$ cat src/rtl/uart_tx_fifo_drain_if.sv
// Handshake bundle between the TX FIFO read side, the UART transmitter and the tx pin.
// The master side feeds enable/FIFO status; the slave side is the transmitter.
interface uart_tx_fifo_drain_if #(
  parameter int unsigned D_W = 8
);
  logic           tx_en;
  logic           fifo_empty;
  logic [D_W-1:0] fifo_data;
  logic           fifo_rd_en;
  logic           tx;
  logic           busy;
  logic           tx_done;

  modport master (
    output tx_en, fifo_empty, fifo_data,
    input  fifo_rd_en, tx, busy, tx_done
  );

  modport slave (
    input  tx_en, fifo_empty, fifo_data,
    output fifo_rd_en, tx, busy, tx_done
  );
endinterface

$ cat src/rtl/uart_tx_fifo_drain.sv
// UART transmitter that pops one FIFO word per frame and serialises it LSB first,
// with optional parity and one or two stop bits. All outputs are registered.
module uart_tx_fifo_drain #(
  parameter int unsigned D_W          = 8,
  parameter int unsigned CLKS_PER_BIT = 868,
  parameter int unsigned PARITY_EN    = 0,
  parameter int unsigned PARITY_ODD   = 0,
  parameter int unsigned STOP_BITS    = 1
) (
  input logic                clk,
  input logic                rst,
  uart_tx_fifo_drain_if.slave bus
);

  localparam int unsigned CntW = $clog2(CLKS_PER_BIT);
  localparam int unsigned IdxW = (D_W > 1) ? $clog2(D_W) : 1;
  localparam logic [CntW-1:0] BaudLast = CntW'(CLKS_PER_BIT - 1);
  localparam logic [CntW-1:0] DoneAt   = CntW'(CLKS_PER_BIT - 2);
  localparam logic [IdxW-1:0] IdxLast  = IdxW'(D_W - 1);

  typedef enum logic [2:0] {
    StIdle, StFetch, StLatch, StStart, StData, StParity, StStop
  } state_e;

  state_e          state_q;
  logic [CntW-1:0] baud_q;
  logic [IdxW-1:0] idx_q;
  logic            stop_q;
  logic [D_W-1:0]  shreg_q;
  logic            parity_q;
  logic            tx_q;
  logic            rd_q;
  logic            busy_q;
  logic            done_q;

  logic bit_end;
  logic last_stop;

  always_comb begin
    bit_end   = (baud_q == BaudLast);
    last_stop = (stop_q == 1'(STOP_BITS - 1));
  end

  always_ff @(posedge clk or posedge rst) begin
    if (rst) begin
      state_q  <= StIdle;
      baud_q   <= '0;
      idx_q    <= '0;
      stop_q   <= 1'b0;
      shreg_q  <= '0;
      parity_q <= 1'b0;
      tx_q     <= 1'b1;
      rd_q     <= 1'b0;
      busy_q   <= 1'b0;
      done_q   <= 1'b0;
    end else begin
      rd_q   <= 1'b0;
      done_q <= 1'b0;
      case (state_q)
        StIdle: begin
          tx_q   <= 1'b1;
          baud_q <= '0;
          if (bus.tx_en && !bus.fifo_empty) begin
            rd_q    <= 1'b1;
            busy_q  <= 1'b1;
            state_q <= StFetch;
          end
        end
        // FIFO registers the read at the end of this cycle; data is usable in LATCH.
        StFetch: state_q <= StLatch;
        StLatch: begin
          shreg_q  <= bus.fifo_data;
          parity_q <= (^bus.fifo_data) ^ 1'(PARITY_ODD);
          tx_q     <= 1'b0;
          baud_q   <= '0;
          state_q  <= StStart;
        end
        StStart: begin
          if (bit_end) begin
            baud_q  <= '0;
            tx_q    <= shreg_q[0];
            shreg_q <= shreg_q >> 1;
            idx_q   <= '0;
            state_q <= StData;
          end else begin
            baud_q <= baud_q + 1'b1;
          end
        end
        StData: begin
          if (bit_end) begin
            baud_q <= '0;
            if (idx_q == IdxLast) begin
              if (PARITY_EN != 0) begin
                tx_q    <= parity_q;
                state_q <= StParity;
              end else begin
                tx_q    <= 1'b1;
                stop_q  <= 1'b0;
                state_q <= StStop;
              end
            end else begin
              tx_q    <= shreg_q[0];
              shreg_q <= shreg_q >> 1;
              idx_q   <= idx_q + 1'b1;
            end
          end else begin
            baud_q <= baud_q + 1'b1;
          end
        end
        StParity: begin
          if (bit_end) begin
            baud_q  <= '0;
            tx_q    <= 1'b1;
            stop_q  <= 1'b0;
            state_q <= StStop;
          end else begin
            baud_q <= baud_q + 1'b1;
          end
        end
        StStop: begin
          if (!bit_end) begin
            baud_q <= baud_q + 1'b1;
            // Registered pulse must already be high during the final stop cycle.
            if (last_stop && (baud_q == DoneAt)) done_q <= 1'b1;
          end else begin
            baud_q <= '0;
            if (last_stop) begin
              busy_q  <= 1'b0;
              state_q <= StIdle;
            end else begin
              stop_q <= 1'b1;
            end
          end
        end
        default: begin
          tx_q    <= 1'b1;
          busy_q  <= 1'b0;
          state_q <= StIdle;
        end
      endcase
    end
  end

  assign bus.fifo_rd_en = rd_q;
  assign bus.tx         = tx_q;
  assign bus.busy       = busy_q;
  assign bus.tx_done    = done_q;

endmodule
$ cat src/flat_wrapper.sv
// flat-port wrapper written by rule: the top's interface ports become plain ports
module uart_tx_fifo_drain_flat 
#(
  parameter int unsigned D_W          = 8,
  parameter int unsigned CLKS_PER_BIT = 868,
  parameter int unsigned PARITY_EN    = 0,
  parameter int unsigned PARITY_ODD   = 0,
  parameter int unsigned STOP_BITS    = 1
)
  (clk, rst, bus_tx_en, bus_fifo_empty, bus_fifo_data, bus_fifo_rd_en, bus_tx, bus_busy, bus_tx_done);
  uart_tx_fifo_drain_if #(.D_W(D_W)) bus_i ();
  input logic clk;
  input logic rst;
  input wire logic [$bits(bus_i.tx_en)-1:0] bus_tx_en;
  input wire logic [$bits(bus_i.fifo_empty)-1:0] bus_fifo_empty;
  input wire logic [$bits(bus_i.fifo_data)-1:0] bus_fifo_data;
  output wire logic [$bits(bus_i.fifo_rd_en)-1:0] bus_fifo_rd_en;
  output wire logic [$bits(bus_i.tx)-1:0] bus_tx;
  output wire logic [$bits(bus_i.busy)-1:0] bus_busy;
  output wire logic [$bits(bus_i.tx_done)-1:0] bus_tx_done;
  assign bus_i.tx_en = bus_tx_en;
  assign bus_i.fifo_empty = bus_fifo_empty;
  assign bus_i.fifo_data = bus_fifo_data;
  assign bus_fifo_rd_en = bus_i.fifo_rd_en;
  assign bus_tx = bus_i.tx;
  assign bus_busy = bus_i.busy;
  assign bus_tx_done = bus_i.tx_done;
  uart_tx_fifo_drain #(.D_W(D_W), .CLKS_PER_BIT(CLKS_PER_BIT), .PARITY_EN(PARITY_EN), .PARITY_ODD(PARITY_ODD), .STOP_BITS(STOP_BITS)) u_core (.clk(clk), .rst(rst), .bus(bus_i));
endmodule
$ cat config.mk
export PLATFORM = sky130hd
export DESIGN_NAME = uart_tx_fifo_drain_flat
export DESIGN_NICKNAME = d
export VERILOG_FILES = /design/src/rtl/uart_tx_fifo_drain_if.sv /design/src/rtl/uart_tx_fifo_drain.sv /design/src/flat_wrapper.sv
export SDC_FILE = /design/constraint.sdc
export NUM_CORES = 1
export LEC_CHECK = 0
export ABC_CLOCK_PERIOD_IN_PS = 5200
export CAP_MARGIN = 5
export CORE_UTILIZATION = 45
export DETAILED_ROUTE_END_ITERATION = 16
export GPL_ROUTABILITY_DRIVEN = 1
export GPL_TIMING_DRIVEN = 0
export PLACE_DENSITY_LB_ADDON = 0.15
export SYNTH_ARGS = -nofsm -noshare
export SYNTH_HDL_FRONTEND = slang
export SYNTH_SLANG_ARGS = --single-unit
$ cat constraint.sdc
create_clock -name clk -period 5.2 [get_ports clk]
set_input_delay 1.04 -clock clk [delete_from_list [all_inputs] [get_ports clk]]
set_output_delay 1.04 -clock clk [all_outputs]
set_load 0.02 [all_outputs]
Word level (Yosys, flattened, before mapping)
Cells that the tools add are included.
- input port bits: 12
- logic and storage cells: 87
- flip-flop bits (word level): 29
- output and inout bits: 4
- reduce and logical (&&, ||, !) cells: 18
- add/subtract/negate cells: 2
- multiplexer cells: 38
- eq/ne operators: 17
- bitwise operators: 3
- operators with widths (cell ; number):
    3-bit 2-to-1 mux ; 10
    8-bit 2-to-1 mux ; 3
    8-bit one-hot mux with 3 select lines ; 1
    3-bit one-hot mux with 7 select lines ; 1
    10-bit equality test, second input constant ; 2
    10-bit one-hot mux with 2 select lines ; 1
    1-bit 2-to-1 mux ; 17
    4-bit AND reduction ; 4
    3-bit equality test, second input constant ; 4
    2-bit by 1-bit inequality test with 1-bit output, second input constant ; 6
    10-bit by 1-bit adder with 10-bit output, second input constant ; 1
    10-bit 2-to-1 mux ; 1
    7-bit AND reduction ; 1
    3-bit by 2-bit equality test with 1-bit output, second input constant ; 2
    1-bit one-hot mux with 3 select lines ; 2
    3-bit one-hot mux with 2 select lines ; 1
    3-bit nonzero test ; 2
    1-bit one-hot mux with 5 select lines ; 1
    5-bit AND reduction ; 1
    5-bit OR reduction ; 1
    2-bit inequality test, second input constant ; 2
    2-bit nonzero test ; 2
    2-bit OR reduction ; 2
    4-bit OR reduction ; 1
    other kinds (6) ; 9

Longest topological paths before layout
- word-level depth: 5
- gate-level depth with buffers: 7
- depth with buffers taken out: 6

Least setup slack after synthesis
No wires, ideal clock.
- path type: register to register
- start point: reg u_core.baud_q[4]
- end point: reg u_core.shreg_q[0]
- clock period less this slack: 1.787 ns
- path buffers: 3
- arrival time: 1.662 ns
- data required time: 5.075 ns
- setup time: 0.125 ns
- setup slack: 3.413 ns
- cell stages (with the launch flop): 8
- cell sequence: dfrtp_1 > buf_6 > nor4_4 > and3_1 > buf_2 > o22a_1 > buf_6 > mux2_4
- word-level cells in the longest chain between the ends: 3
- elaborated cells between the ends (all ways): 4
- classes of those cells: eq/ne: 3; reduce/logical: 1
- RTL lines (element ; RTL line ; RTL):
    start: declaration ; uart_tx_fifo_drain.sv:26 ; logic [CntW-1:0] baud_q;
    start signal: assignment ; uart_tx_fifo_drain.sv:86 ; baud_q <= baud_q + 1'b1;
    start signal: assignment ; uart_tx_fifo_drain.sv:107 ; baud_q <= baud_q + 1'b1;
    start signal: assignment ; uart_tx_fifo_drain.sv:117 ; baud_q <= baud_q + 1'b1;
    10-bit equality test (*) ; uart_tx_fifo_drain.sv:40 ; bit_end = (baud_q == BaudLast);
    2-bit by 1-bit inequality test with 1-bit output (no line) ; - ;
    4-bit AND reduction (no line) (*) ; - ;
    end signal: assignment ; uart_tx_fifo_drain.sv:72 ; shreg_q <= bus.fifo_data;
    end signal: assignment ; uart_tx_fifo_drain.sv:82 ; shreg_q <= shreg_q >> 1;
    end signal: assignment ; uart_tx_fifo_drain.sv:103 ; shreg_q <= shreg_q >> 1;
    end: declaration ; uart_tx_fifo_drain.sv:29 ; logic [D_W-1:0] shreg_q;
Mark *: on every way between the ends. The rest lies on a longest branch, timed or not.
A chain may end at the register's enable or synchronous reset.

Final worst setup path
- start point: reg u_core.tx_q (netlist: u_core.bus.tx)
- end point: out bus_tx
- RTL lines (element ; RTL line ; RTL):
    start: declaration ; uart_tx_fifo_drain.sv:31 ; logic tx_q;
    start signal: assignment ; uart_tx_fifo_drain.sv:81 ; tx_q <= shreg_q[0];
    start signal: assignment ; uart_tx_fifo_drain.sv:94 ; tx_q <= parity_q;
    start signal: assignment ; uart_tx_fifo_drain.sv:102 ; tx_q <= shreg_q[0];
    end: declaration ; flat_wrapper.sv:18 ; output wire logic [$bits(bus_i.tx)-1:0] bus_tx;
No word-level cell between the ends.

==> summary.md <==
| Metric | Value |
|---|---|
| I/O pin cnt | `16` |
| Clock buffer count from CTS | `3` |
| EDFF count, synth | `0` |
| Die X | `63.8 um` |
| GR Util All Layers | `20.2%` |
| Largest net degree at the start of global routing | `29` |
| Flops & latches, synth | `28` |
| Buf+Inv Stages, Crit Path | `1` |
| Non-filler cells, final | `238` |
| WL/cell | `15.3 um` |
| DRT antenna net count | `0` |
| Hold Buf Count CTS | `0` |
| WHS Path Cells | `1` |
| Slowest-stage cell, CP | `clkdlybuf4s50_1` |
| Routed WL | `3630 um` |
| Worst Path Arrival | `1.44 ns` |
| Cells after Synth | `171` |
| Dominant register cell in the synthesized netlist | `dfrtp_1` |
| Post-Synthesis Net Count | `187` |
| Fraction of layout cells with a size suffix above 1 | `11.6%` |
| Rows | `22` |
| Initial DRC Count | `161` |
| Vias in the first global route | `1404` |
| Tightest Pin Transition | `1.04 ns` |
| Hold_sp | `u_core.shreg_q[6]$_DFFE_PP0P_` |
| Reg clk slew, reported paths | `0.09 ns` |
| DP Area | `0.00193 mm2` |
| Final Setup Violations | `0` |
| Syn Area/Cell | `10.0 um2` |
| Starting density of the core | `46.9%` |
| H-tree Lvls | `1` |
| PortBufs | `15` |
| Synth warn | `0` |
| Via Count | `1393` |
| Slew headroom | `30.3%` |
| Core area | `0.00366 mm2` |
| Min cycle time layout | `2.48 ns` |
| Async set or reset register ratio after synthesis | `100%` |
| Post-CTS Setup Bufs | `0` |
| CP Class | `flip-flop to primary output` |
| CP peak stage delay | `0.61 ns` |
| Critical-path maximum fanout | `4` |
| Fmax | `0.403 GHz` |
| Ant diodes | `0` |
| Via density | `5.85` |
| Worst hold slack | `0.513 ns` |
| WHS Endpoint | `u_core.shreg_q[6]$_DFFE_PP0P_` |
| Reg2reg path depth | `5` |
| R2r setup slk | `3.23 ns` |
| Slew Limit Fails | `0` |
| Post-synth top area cell | `dfrtp_1` |
| Gpl congestion | `0.893` |
| # DRC | `0` |
| Hold Path Class | `flip-flop to flip-flop` |
| PostCTS Resize Cnt | `0` |
| Die Span Y | `63.8 um` |
| NumNets Final | `207` |
| P per Cell Area | `184 mW/mm2` |
| Synthesized cell area | `0.00172 mm2` |
| Post-synth top area share | `39.3%` |
| Clk_lat worst skew | `0.27 ns` |
| Post-DP HPWL | `2550 um` |
| Clock Path Buffers | `2` |
| DP Cell Count | `234` |
| Fin Clk Skew | `0.00163 ns` |
| Worst EP required | `4.16 ns` |
| Crit Reg-Reg Startpoint | `u_core.state_q[0]$_DFFE_PP0P_` |
| CTS tree | `yes` |
| Initial antenna violation count | `0` |
| Crit path max-delay family | `buffers and inverters` |
| CTS root buffer | `clkbuf_8` |
| Max-cap viol count | `0` |
| Startpoint class of the critical path | `flip-flop` |
| CP endpoint kind | `primary output` |
| Critical R2R Capture | `u_core.baud_q[9]$_DFFE_PP0P_` |
| Fin area | `0.00197 mm2` |
| Post-layout total power | `0.363 mW` |
| Maximum vdd ir drop | `108 uV` |
| Crit path cell chain | `clkdlybuf4s50_1` |
| Largest cells by area after synthesis | `dfrtp_1 (39%), mux2_4 (6.1%), a31oi_1 (5.1%)` |
| Tcrit/Tclk final | `47.8%` |
| Grt ovf | `0` |
| RSZ-0062 raised after global routing | `false` |
| Layout overhead on the synthesized area | `14.9%` |
| Total negative slack | `0 ns` |
| Status | `completed` |
| First-pass DRT Iterations | `5` |
| Seq/Total Area, Yosys | `40.9%` |
| Hold Vio Cnt, Final | `0` |
| CTS Sinks | `28` |
| First-pass GRT wire length | `6420 um` |
| Die area | `0.00407 mm2` |
| Leak | `0.855 nW` |
| Distinct cells, synth | `41` |
## cell usage after synthesis (all sizes together), types with 2 or more instances
library cell / instances
nor4: 2
inv: 5
a21oi: 6
nor3b: 2
nand2: 8
nand3: 12
clkbuf: 4
buf: 7
nor2b: 4
a32oi: 2
dfrtp: 27
a22oi: 2
nand2b: 5
and3: 5
nand4: 4
nor3: 6
and2: 4
ha: 4
nand3b: 2
mux2: 15
mux2i: 3
a31oi: 14
o21ai: 11
nor2: 4
## layout by cell type, fill, tap and decap left out, drive strengths merged, types with 3 or more instances in the layout
cell            n
dfrtp          27
clkdlybuf4s50  15
mux2           15
a31oi          14
nand3          12
o21ai          11
nand2           8
clkbuf          8
buf             7
nor3            6
a21oi           6
nand2b          5
and3            5
inv             5
nor2b           4
nor2            4
and2            4
nand4           4
ha              4
mux2i           3
## kinds of logic after synthesis
| logic type | count (synthesis) | synth area share [%] |
|---|---|---|
| simple gates | 61 | 21.0 |
| compound gates | 43 | 16.5 |
| flops | 28 | 40.9 |
| mux | 18 | 13.1 |
| buf+inv | 16 | 5.10 |
| fa+ha+maj | 4 | 2.91 |
| xor+xnor | 1 | 0.510 |
## registers in the layout, summed over array words and instances, names as in the netlist
signal and flops:
u_core.baud_q 10, u_core.shreg_q 8, u_core.idx_q 3, u_core.state_q 3
u_core.bus.busy 1, u_core.bus.fifo_rd_en 1, u_core.bus.tx 1, u_core.bus.tx_done 1
## layout make-up
type	instances	area, um2
flip-flops and latches	28	702
repair buffers	15	150
clock buffers	4	45.0
multi-input cells	127	928
well taps	48	60.1
fillers	328	1690
plain buffers	11	68.8
inverters	5	18.8
## worst max-delay path by stage
| stage | start | end | slack, ns | cells after the start |
|---|---|---|---|---|
| finish | u_core.bus.tx$_DFFE_PP1P_ | bus_tx | 2.72 | 1 |
| global placement | rst | u_core.baud_q[2]$_DFFE_PP0P_ | 2.87 | 2 |
| detailed placement | rst | u_core.baud_q[4]$_DFFE_PP0P_ | 2.83 | 2 |
| global route | u_core.bus.tx$_DFFE_PP1P_ | bus_tx | 2.67 | 1 |
| CTS | u_core.bus.tx$_DFFE_PP1P_ | bus_tx | 2.70 | 1 |
| floorplan | u_core.baud_q[4]$_DFFE_PP0P_ | u_core.shreg_q[0]$_DFFE_PP0P_ | 3.41 | 7 |
## routing by layer
metal	track usage [%]	routed length [um]	vias to the layer above
li1	-	-	682
met1	26.7	1760	672
met2	32.4	1720	37
met3	3.21	134	2
met4	9.09	23	0
met5	0	0	-
## stage by stage
step | setup slack, ns | util (%)
global placement | 2.87 | 52.7
detailed placement | 2.83 | 52.7
finish | 2.72 | 53.9
global route | 2.67 | 53.9
floorplan | 3.41 | -
CTS | 2.70 | 53.9
## report_power, final
group | internal [mW] | switching, mW
clock | 0.0549 | 0.0657
combinational | 0.0126 | 0.00725
sequential | 0.221 | 0.00175
No activity file was read; power rests on OpenSTA's default activity.
